File: src/rtl/id_pkg.sv
// Shared decode definitions for the MIPS-subset ID stage.
// Latency: n/a (constants, types and pure combinational functions only).
// Backpressure: n/a.
//
// Holds opcode/funct constants, ALU op encodings, the packed control word
// and the decode function used by id_stage_pipelined.
package id_pkg;

    // Primary opcodes (instr[31:26])
    localparam logic [5:0] OP_RTYPE = 6'h00;
    localparam logic [5:0] OP_BEQ   = 6'h04;
    localparam logic [5:0] OP_ADDI  = 6'h08;
    localparam logic [5:0] OP_LW    = 6'h23;
    localparam logic [5:0] OP_SW    = 6'h2B;

    // R-type function codes (instr[5:0])
    localparam logic [5:0] FN_ADD = 6'h20;
    localparam logic [5:0] FN_SUB = 6'h22;
    localparam logic [5:0] FN_AND = 6'h24;
    localparam logic [5:0] FN_OR  = 6'h25;
    localparam logic [5:0] FN_SLT = 6'h2A;

    // ALU operation encodings presented to EX
    localparam logic [2:0] ALU_AND = 3'b000;
    localparam logic [2:0] ALU_OR  = 3'b001;
    localparam logic [2:0] ALU_ADD = 3'b010;
    localparam logic [2:0] ALU_SUB = 3'b110;
    localparam logic [2:0] ALU_SLT = 3'b111;

    typedef struct packed {
        logic       branch;
        logic       memread;
        logic       memtoreg;
        logic       memwrite;
        logic       alusrc;
        logic       regwrite;
        logic       regdst;    // 1: destination is rd, 0: destination is rt
        logic [2:0] aluc;
        logic       illegal;
    } ctrl_t;

    localparam ctrl_t CTRL_NOP = '0;

    // Main decoder. Unrecognised opcode or funct yields only the illegal flag.
    function automatic ctrl_t decode(input logic [5:0] op, input logic [5:0] funct);
        ctrl_t c;
        c = CTRL_NOP;
        case (op)
            OP_RTYPE: begin
                c.regwrite = 1'b1;
                c.regdst   = 1'b1;
                case (funct)
                    FN_ADD:  c.aluc = ALU_ADD;
                    FN_SUB:  c.aluc = ALU_SUB;
                    FN_AND:  c.aluc = ALU_AND;
                    FN_OR:   c.aluc = ALU_OR;
                    FN_SLT:  c.aluc = ALU_SLT;
                    default: begin
                        c         = CTRL_NOP;
                        c.illegal = 1'b1;
                    end
                endcase
            end
            OP_LW: begin
                c.aluc     = ALU_ADD;
                c.alusrc   = 1'b1;
                c.memread  = 1'b1;
                c.memtoreg = 1'b1;
                c.regwrite = 1'b1;
            end
            OP_SW: begin
                c.aluc     = ALU_ADD;
                c.alusrc   = 1'b1;
                c.memwrite = 1'b1;
            end
            OP_BEQ: begin
                c.aluc   = ALU_SUB;
                c.branch = 1'b1;
            end
            OP_ADDI: begin
                c.aluc     = ALU_ADD;
                c.alusrc   = 1'b1;
                c.regwrite = 1'b1;
            end
            default: c.illegal = 1'b1;
        endcase
        return c;
    endfunction

    // Instructions that actually read rt as a source operand. addi/lw use the
    // rt field as a destination, so a match there is not a load-use hazard.
    function automatic logic uses_rt(input logic [5:0] op);
        return (op == OP_RTYPE) || (op == OP_SW) || (op == OP_BEQ);
    endfunction

endpackage

File: src/rtl/regfile_bypass.sv
// Register file, two combinational read ports, one synchronous write port.
// Latency: reads 0 cycles (write-first bypass), writes visible next cycle.
// Backpressure: none; always accepts a write.
//
// Ports: clk/rst_n; ra1/ra2 read addresses -> rd1/rd2 data;
//        we/wa/wd write enable, address, data. Register 0 is hardwired to 0.
module regfile_bypass #(
    parameter  int XLEN  = 32,
    parameter  int NREGS = 32,
    localparam int RA    = $clog2(NREGS)
) (
    input  logic            clk,
    input  logic            rst_n,
    input  logic [RA-1:0]   ra1,
    input  logic [RA-1:0]   ra2,
    output logic [XLEN-1:0] rd1,
    output logic [XLEN-1:0] rd2,
    input  logic            we,
    input  logic [RA-1:0]   wa,
    input  logic [XLEN-1:0] wd
);

    logic [XLEN-1:0] mem [NREGS];
    logic            wr_live;

    // Writes to r0 are dropped so it never needs special handling downstream.
    assign wr_live = we && (wa != '0);

    always_ff @(posedge clk or negedge rst_n) begin
        if (!rst_n) begin
            for (int i = 0; i < NREGS; i++) begin
                mem[i] <= '0;
            end
        end else if (wr_live) begin
            mem[wa] <= wd;
        end
    end

    // Same-cycle write wins over the stored value so ID sees the result
    // that write-back is committing right now.
    always_comb begin
        rd1 = mem[ra1];
        if (ra1 == '0) begin
            rd1 = '0;
        end else if (wr_live && (wa == ra1)) begin
            rd1 = wd;
        end
    end

    always_comb begin
        rd2 = mem[ra2];
        if (ra2 == '0) begin
            rd2 = '0;
        end else if (wr_live && (wa == ra2)) begin
            rd2 = wd;
        end
    end

endmodule

File: src/rtl/id_stage_pipelined.sv
// Pipelined MIPS-subset instruction decode with registered ID/EX outputs.
// Latency: instruction accepted in cycle n appears on ex_* in cycle n+1.
// Backpressure: holds ID/EX while !ex_ready; stalls fetch one cycle on load-use.
//
// Ports: if_valid/if_instr/id_ready fetch handshake; flush squashes the ID
// instruction; wb_we/wb_rd/wb_data register write-back; ex_ready/ex_valid and
// ex_* carry the decoded instruction (operands, immediate, fields, controls).
module id_stage_pipelined
    import id_pkg::*;
#(
    parameter  int XLEN  = 32,
    parameter  int NREGS = 32,
    localparam int RA    = $clog2(NREGS)
) (
    input  logic            clk,
    input  logic            rst_n,
    input  logic            if_valid,
    input  logic [31:0]     if_instr,
    output logic            id_ready,
    input  logic            flush,
    input  logic            wb_we,
    input  logic [RA-1:0]   wb_rd,
    input  logic [XLEN-1:0] wb_data,
    input  logic            ex_ready,
    output logic            ex_valid,
    output logic [XLEN-1:0] ex_rdata1,
    output logic [XLEN-1:0] ex_rdata2,
    output logic [XLEN-1:0] ex_imm,
    output logic [RA-1:0]   ex_rs,
    output logic [RA-1:0]   ex_rt,
    output logic [RA-1:0]   ex_rd,
    output logic            ex_branch,
    output logic            ex_memread,
    output logic            ex_memtoreg,
    output logic            ex_memwrite,
    output logic            ex_alusrc,
    output logic            ex_regwrite,
    output logic [2:0]      ex_aluc,
    output logic            ex_illegal
);

    logic [5:0]      op;
    logic [5:0]      funct;
    logic [4:0]      rs_f;
    logic [4:0]      rt_f;
    logic [4:0]      rd_f;
    logic [RA-1:0]   rs;
    logic [RA-1:0]   rt;
    logic [RA-1:0]   rd;
    logic [XLEN-1:0] imm;
    logic [XLEN-1:0] rdata1;
    logic [XLEN-1:0] rdata2;
    ctrl_t           dec;
    logic            use_rt;
    logic            hazard;
    logic            adv;
    logic            load;
    logic            unused_fields;

    assign op    = if_instr[31:26];
    assign funct = if_instr[5:0];
    assign rs_f  = if_instr[25:21];
    assign rt_f  = if_instr[20:16];
    assign rd_f  = if_instr[15:11];

    // Register fields narrower than 5 bits when NREGS < 32: keep the low bits.
    assign rs = rs_f[RA-1:0];
    assign rt = rt_f[RA-1:0];
    assign rd = rd_f[RA-1:0];

    // High field bits are intentionally dropped for small register files.
    assign unused_fields = ^{rs_f, rt_f, rd_f};

    assign imm = {{(XLEN-16){if_instr[15]}}, if_instr[15:0]};

    assign dec    = decode(op, funct);
    assign use_rt = uses_rt(op);

    regfile_bypass #(
        .XLEN  (XLEN),
        .NREGS (NREGS)
    ) u_rf (
        .clk   (clk),
        .rst_n (rst_n),
        .ra1   (rs),
        .ra2   (rt),
        .rd1   (rdata1),
        .rd2   (rdata2),
        .we    (wb_we),
        .wa    (wb_rd),
        .wd    (wb_data)
    );

    // A load in EX whose target feeds this instruction cannot be forwarded in
    // time; hold the instruction in fetch and send a bubble instead. Loads to
    // r0 never produce a usable value, so they are excluded.
    assign hazard = ex_valid && ex_memread && (ex_rt != '0) &&
                    ((ex_rt == rs) || ((ex_rt == rt) && use_rt));

    assign adv      = !ex_valid || ex_ready;
    // flush always consumes: the squashed instruction is dropped even when
    // ID/EX is stalled and cannot load the bubble yet.
    assign id_ready = flush || (adv && !hazard);
    assign load     = adv && !flush && !hazard && if_valid;

    always_ff @(posedge clk or negedge rst_n) begin
        if (!rst_n) begin
            ex_valid    <= 1'b0;
            ex_rdata1   <= '0;
            ex_rdata2   <= '0;
            ex_imm      <= '0;
            ex_rs       <= '0;
            ex_rt       <= '0;
            ex_rd       <= '0;
            ex_branch   <= 1'b0;
            ex_memread  <= 1'b0;
            ex_memtoreg <= 1'b0;
            ex_memwrite <= 1'b0;
            ex_alusrc   <= 1'b0;
            ex_regwrite <= 1'b0;
            ex_aluc     <= 3'b000;
            ex_illegal  <= 1'b0;
        end else if (adv) begin
            // Bubbles carry zero controls so EX can ignore ex_valid if it wants.
            ex_valid    <= load;
            ex_branch   <= load && dec.branch;
            ex_memread  <= load && dec.memread;
            ex_memtoreg <= load && dec.memtoreg;
            ex_memwrite <= load && dec.memwrite;
            ex_alusrc   <= load && dec.alusrc;
            ex_regwrite <= load && dec.regwrite;
            ex_aluc     <= load ? dec.aluc : 3'b000;
            ex_illegal  <= load && dec.illegal;
            // Data fields only move with a live instruction to avoid toggling.
            if (load) begin
                ex_rdata1 <= rdata1;
                ex_rdata2 <= rdata2;
                ex_imm    <= imm;
                ex_rs     <= rs;
                ex_rt     <= rt;
                ex_rd     <= dec.regdst ? rd : rt;
            end
        end
    end

endmodule

File: config.mk
export PLATFORM = sky130hd
export DESIGN_NAME = id_stage_pipelined
export DESIGN_NICKNAME = d
export VERILOG_FILES = /design/src/rtl/id_pkg.sv /design/src/rtl/regfile_bypass.sv /design/src/rtl/id_stage_pipelined.sv
export SDC_FILE = /design/constraint.sdc
export NUM_CORES = 2
export LEC_CHECK = 0
export CAP_MARGIN = 40
export CORE_ASPECT_RATIO = 0.5
export CORE_MARGIN = 3
export CORE_UTILIZATION = 36
export CTS_CLUSTER_DIAMETER = 200
export DETAILED_ROUTE_END_ITERATION = 7
export GPL_ROUTABILITY_DRIVEN = 0
export PLACE_DENSITY_LB_ADDON = 0.2
export SYNTH_ARGS = -nofsm -noshare
export SYNTH_HDL_FRONTEND = slang
export SYNTH_SLANG_ARGS = --single-unit
export TNS_END_PERCENT = 1
File: constraint.sdc
create_clock -name clk -period 2.9 [get_ports clk]
set_clock_uncertainty 0.15 [all_clocks]
set_input_delay 0.58 -clock clk [delete_from_list [all_inputs] [get_ports clk]]
set_output_delay 0.58 -clock clk [all_outputs]
set_load 0.005 [all_outputs]
---- Word level (Yosys, flattened, before mapping) ----
Cells that the tools add are included.
storage, ports and cells
  register bits after elaboration ......... 1130
  input port bits ......................... 75
  logic and storage cells ................. 130
cells by class
  $lt $le $gt $ge ......................... 4
  eq/ne operators ......................... 13
  mux-type cells .......................... 26
  bitwise operators ....................... 3
  reductions and logical operators ........ 37
operators with widths
  cell                  number
  $bwmux W1024          1
  $bmux W32 S5          2
  $mux W32              9
  $demux W32 S5         1
  $eq A6 B6 Y1 const B  7
  $eq A5 B5 Y1          4
  $logic_and A1 B1 Y1   19
  $ge A6 B6 Y1 const B  3
  $not A5 Y6            3
  $pmux W3 S4           1
  $logic_not A5 Y1      2
  $pmux W1 S2           5
  $reduce_bool A5 Y1    2
  $pmux W3 S3           1
  $eq A6 B3 Y1 const B  1
  $eq A6 B4 Y1 const B  1
  $logic_not A6 Y1      1
  $lt A6 B1 Y1 const B  1
  $logic_or A1 B1 Y1    5
  $mux W5               1
  $reduce_or A5 Y1      1
  $pmux W2 S2           1
  $reduce_or A4 Y1      1
  $logic_not A1 Y1      3
  other kinds (6)       7

---- Longest topological paths before layout ----
  depth after elaboration ................. 10
  mapped depth ............................ 8

---- Modules after synthesis ----
Synthesis repeated with hierarchy kept, for this count alone.
second synthesis, totals
  cells, all modules ...................... 4247
  area total of the unflattened synthesis .. 60209.0 um2
by module, submodules not included
  module              times used  cells an instance  area each (um2)
  regfile_bypass      1           3935               55555.8
  id_stage_pipelined  1           312                4653.2

---- Least setup slack after synthesis ----
Ideal clock, no wire load.
  kind .................................... input to output
  start ................................... input if_instr[27]
  end ..................................... output id_ready
  arrival time ............................ 2029 ps
  slack ................................... 141 ps
  stages on the path ...................... 6
  buffers on the path ..................... 2
  cell sequence ........................... or4_1 -> o21ai_0 -> and4_1 -> buf_2 -> clkbuf_1 -> o31ai_1
on the way
  longest elaborated chain between the ends .. 9
  elaborated cells between the ends (all ways) .. 11
  classes of those cells .................. eq/ne (2); reduce/logical (9)
ends and longest elaborated chain
  element                                                  RTL line                   source
  start, declared                                          id_stage_pipelined.sv:18   input logic [31:0] if_instr,
  $eq A6 B6 Y1 / $logic_not A6 Y1 (equally long branches)  id_pkg.sv:93               return (op == OP_RTYPE) || (op == OP_SW) || (op == OP_BEQ);
  $logic_or A1 B1 Y1                                       id_pkg.sv:93
  $logic_or A1 B1 Y1 *                                     id_pkg.sv:93
  $logic_and A1 B1 Y1 *                                    id_stage_pipelined.sv:98   ((ex_rt == rs) || ((ex_rt == rt) && use_rt));
  $logic_or A1 B1 Y1 *                                     id_stage_pipelined.sv:98
  $logic_and A1 B1 Y1 *                                    id_stage_pipelined.sv:97   assign hazard = ex_valid && ex_memread && (ex_rt != '0) &&
  $logic_not A1 Y1 *                                       id_stage_pipelined.sv:103  assign id_ready = flush || (adv && !hazard);
  $logic_and A1 B1 Y1 *                                    id_stage_pipelined.sv:103
  $logic_or A1 B1 Y1 *                                     id_stage_pipelined.sv:103
  end, declared                                            id_stage_pipelined.sv:19   output logic id_ready,
Every way passes the cells marked *; elsewhere a longest branch is shown, timed or not.

---- Worst setup path in the final report ----
  start ................................... register ex_rt[1]
  end ..................................... output id_ready
on the way
  longest elaborated chain between the ends .. 7
  elaborated cells between the ends (all ways) .. 10
  classes of those cells .................. eq/ne (2); reduce/logical (8)
ends and longest elaborated chain
  element                 RTL line                   source
  start, declared         id_stage_pipelined.sv:30   output logic [RA-1:0] ex_rt,
  start signal, assigned  id_stage_pipelined.sv:140  ex_rt <= rt;
  $eq A5 B5 Y1            id_stage_pipelined.sv:98
  $logic_and A1 B1 Y1     id_stage_pipelined.sv:98
  $logic_or A1 B1 Y1      id_stage_pipelined.sv:98
  $logic_and A1 B1 Y1 *   id_stage_pipelined.sv:97
  $logic_not A1 Y1 *      id_stage_pipelined.sv:103
  $logic_and A1 B1 Y1 *   id_stage_pipelined.sv:103
  $logic_or A1 B1 Y1 *    id_stage_pipelined.sv:103
Marks and branches as above.

==> flow_metrics.tcl <==
set metrics [dict create \
    multi_input_area_mm2 0.0266 \
    min_path_cells 2 \
    utilization 0.441 \
    drt-initial-drc-count 3718 \
    die_h_um 287 \
    maxCapViolations 0 \
    nets 4486 \
    place_area_mm2 0.0648 \
    start_kind "register" \
    fin_hold_ws_ns 0.162 \
    route.antenna.remaining_nets 0 \
    syn2layout_area_growth_pct 20.8 \
    antenna_found_initial 3 \
    clk_pin_slew_ns 0.07 \
    synthArstFlopShare 1.00 \
    avgViaCountPerCell 6.10 \
    relSlewSlack 0.585 \
    rows 102 \
    drtPass1Iterations 6 \
    preCtsSetupSlack_ns -0.385 \
    io-pin-count 198 \
    drive_above_1_share 0.408 \
    wl_um 206000 \
    hp-class "input port to register" \
    synth_warnings 0 \
    ir_drop_mv 0.515 \
    htree_levels 3 \
    wl_per_cell_um 31.3 \
    via_count 40167 \
    grtUsageTotal 0.251 \
    rsz0062_at_grt "true" \
    clock-sinks 1129 \
    setup_slack_ns -0.0462 \
    layout_common_cells "dfrtp_1 (1127), mux2_2 (639), mux4_2 (512)" \
    syn-cell-area_mm2 0.0568 \
    syn_inst 4178 \
    gr-total-overflow 0 \
    synth-edff-count 0 \
    hpwl_um 132000 \
    port_buffers 197 \
    fin_tns_setup_ns -0.0462 \
    die_x_um 568 \
    synth_area_leaders "dfrtp_1 (50%), mux4_2 (20%), mux2_2 (13%)" \
    final_cells 6582 \
    r2r_end "ex_rdata2[7]" \
    cp_slowest_cell "dfrtp_1" \
    avgSynthCellArea_um2 13.6 \
    drc 0 \
    holdCritStartpoint "if_instr[18]" \
    grt_pass1_wl_um 299000 \
    hold_viol 0 \
    synth_top_area_share 0.497 \
    ys_seq_area_frac 0.497 \
    cts_root_buffer "clkbuf_16" \
    worstSetupPathType "register to output port" \
    grt_max_degree 96 \
    worstPathRequired_ns 2.17 \
    worstSetupEndpointType "output port" \
    violations "negative setup slack" \
    synth_flop_cell "dfrtp_1" \
    cts_made_buffers 112 \
    synth_nets 4253 \
    regArea_mm2 0.0283 \
    status "finished, violations left" \
    design.core.area_mm2 0.156 \
    worstPathMaxFanout 4 \
    grt_pass1_vias 41146 \
    p_per_area_mw_per_mm2 658 \
    cts_tree "done" \
    clk_latency_ns 0.76 \
    setup_viol 1 \
    fin_crit_ns 2.95 \
    arrival_ns 2.22 \
    worst_slew_pin_slew_ns 0.622 \
    whs_endpoint "ex_rt[2]" \
    slowest_delay_ns 0.41 \
    r2r_start "ex_rt[2]" \
    initial_utilization 0.365 \
    p_leak_nw 29.0 \
    synth_top_area_cell "dfrtp_1" \
    place_inst 6370 \
    ys_ff_latch 1129 \
    ys_types 47 \
    clockBufferDepth 3 \
    fin_crit_sh 1.02 \
    maxSlewViolCount 0 \
    ff2ff_path_depth 9 \
    dieArea_mm2 0.163 \
    final_common_cell "dfrtp_1" \
    power_mw 45.2 \
    nFillCells 13970 \
    r2r_setup_slack_ns 0.14 \
    crit_chain "buf_4 > xor2_1 > nor4_2 > and4_4 > o31ai_2 > buf_2" \
    max_freq_ghz 0.339 \
    final_area_mm2 0.0686 \
]
## worst max-delay path: cells and delay by family (launching register included)
| kind | cells | cell delay [ns] |
|---|---|---|
| compound gates | 1 | 0.06 |
| xor+xnor | 1 | 0.15 |
| buf+inv | 2 | 0.30 |
| flops | 1 | 0.41 |
| simple gates | 2 | 0.56 |
## cells by family after synthesis
group | Yosys count | share of synthesized area
AOI/OAI and AO/OA | 792 | 0.0843
xor gates and xnor gates | 21 | 0.00337
buffers and inverters | 527 | 0.0404
DFF | 1129 | 0.497
muxes | 1156 | 0.331
and+or+nand+nor | 553 | 0.0441
## power by group
group	internal, mW	total (mW)	leakage (nW)	switching, mW
Sequential	18.7	20.9	14.5	2.25
Combinational	5.52	9.27	12.7	3.75
Clock	8.20	14.9	1.82	6.74
Total	32.4	45.2	29.0	12.7
## cells in the mapped netlist (7+ instances only)
cell      instances
xor2_1           15
or4_1            67
o221ai_2         31
nand3_1           7
nand3b_1          7
inv_1            36
o221ai_1         34
buf_4            35
mux2_2          639
dfrtp_1        1129
o21ai_0         452
nor2_1           26
o22ai_1         256
clkbuf_1        347
buf_2            80
nand2_1         403
buf_1            21
mux4_2          512
## final cells by class
class                      instances  area share
clock buffer                     163      0.0477
timing repair buffer             610       0.107
multi-input combinational       2522       0.388
tap                             2080      0.0379
clock inverter                    41     0.00565
antenna                            1   0.0000365
inverter                          36     0.00197
sequential                      1129       0.412
## repair_timing
item,4_1_cts,5_1_grt
buffers inserted,6,0
hold buffers,1,0
setup endpoints to repair,1,1
pin swaps,7,2
endpoints found under the hold margin,33,0
gates resized for setup,13,2
## flip-flops by register name, indices dropped and copies added (netlist names), 3 cells and up
register	count
ex_rdata1	32
ex_imm	16
ex_rs	5
ex_rt	5
u_rf.mem	1024
ex_aluc	3
ex_rdata2	32
ex_rd	5
## how the worst max path moves through the flow
| stage | from | end | slack (ns) | cells after the start |
|---|---|---|---|---|
| 5_1_grt | ex_rt[1] | id_ready | -0.15 | 6 |
| 3_5_place_dp | if_instr[26] | id_ready | -0.38 | 6 |
| 4_1_cts | ex_rt[2] | id_ready | -0.11 | 6 |
| 2_1_floorplan | if_instr[27] | id_ready | 0.14 | 6 |
| 3_3_place_gp | if_instr[27] | id_ready | -0.46 | 6 |
| 6_report | ex_rt[1] | id_ready | -0.05 | 6 |
## layer usage
layer	vias up	track usage	wire length [µm]
met5	-	0	0
met4	0	0.0804	7110
met3	350	0.0489	14900
met2	1653	0.388	94100
met1	21820	0.357	90100
li1	16344	-	-
Power figures use the tool's default switching activity.
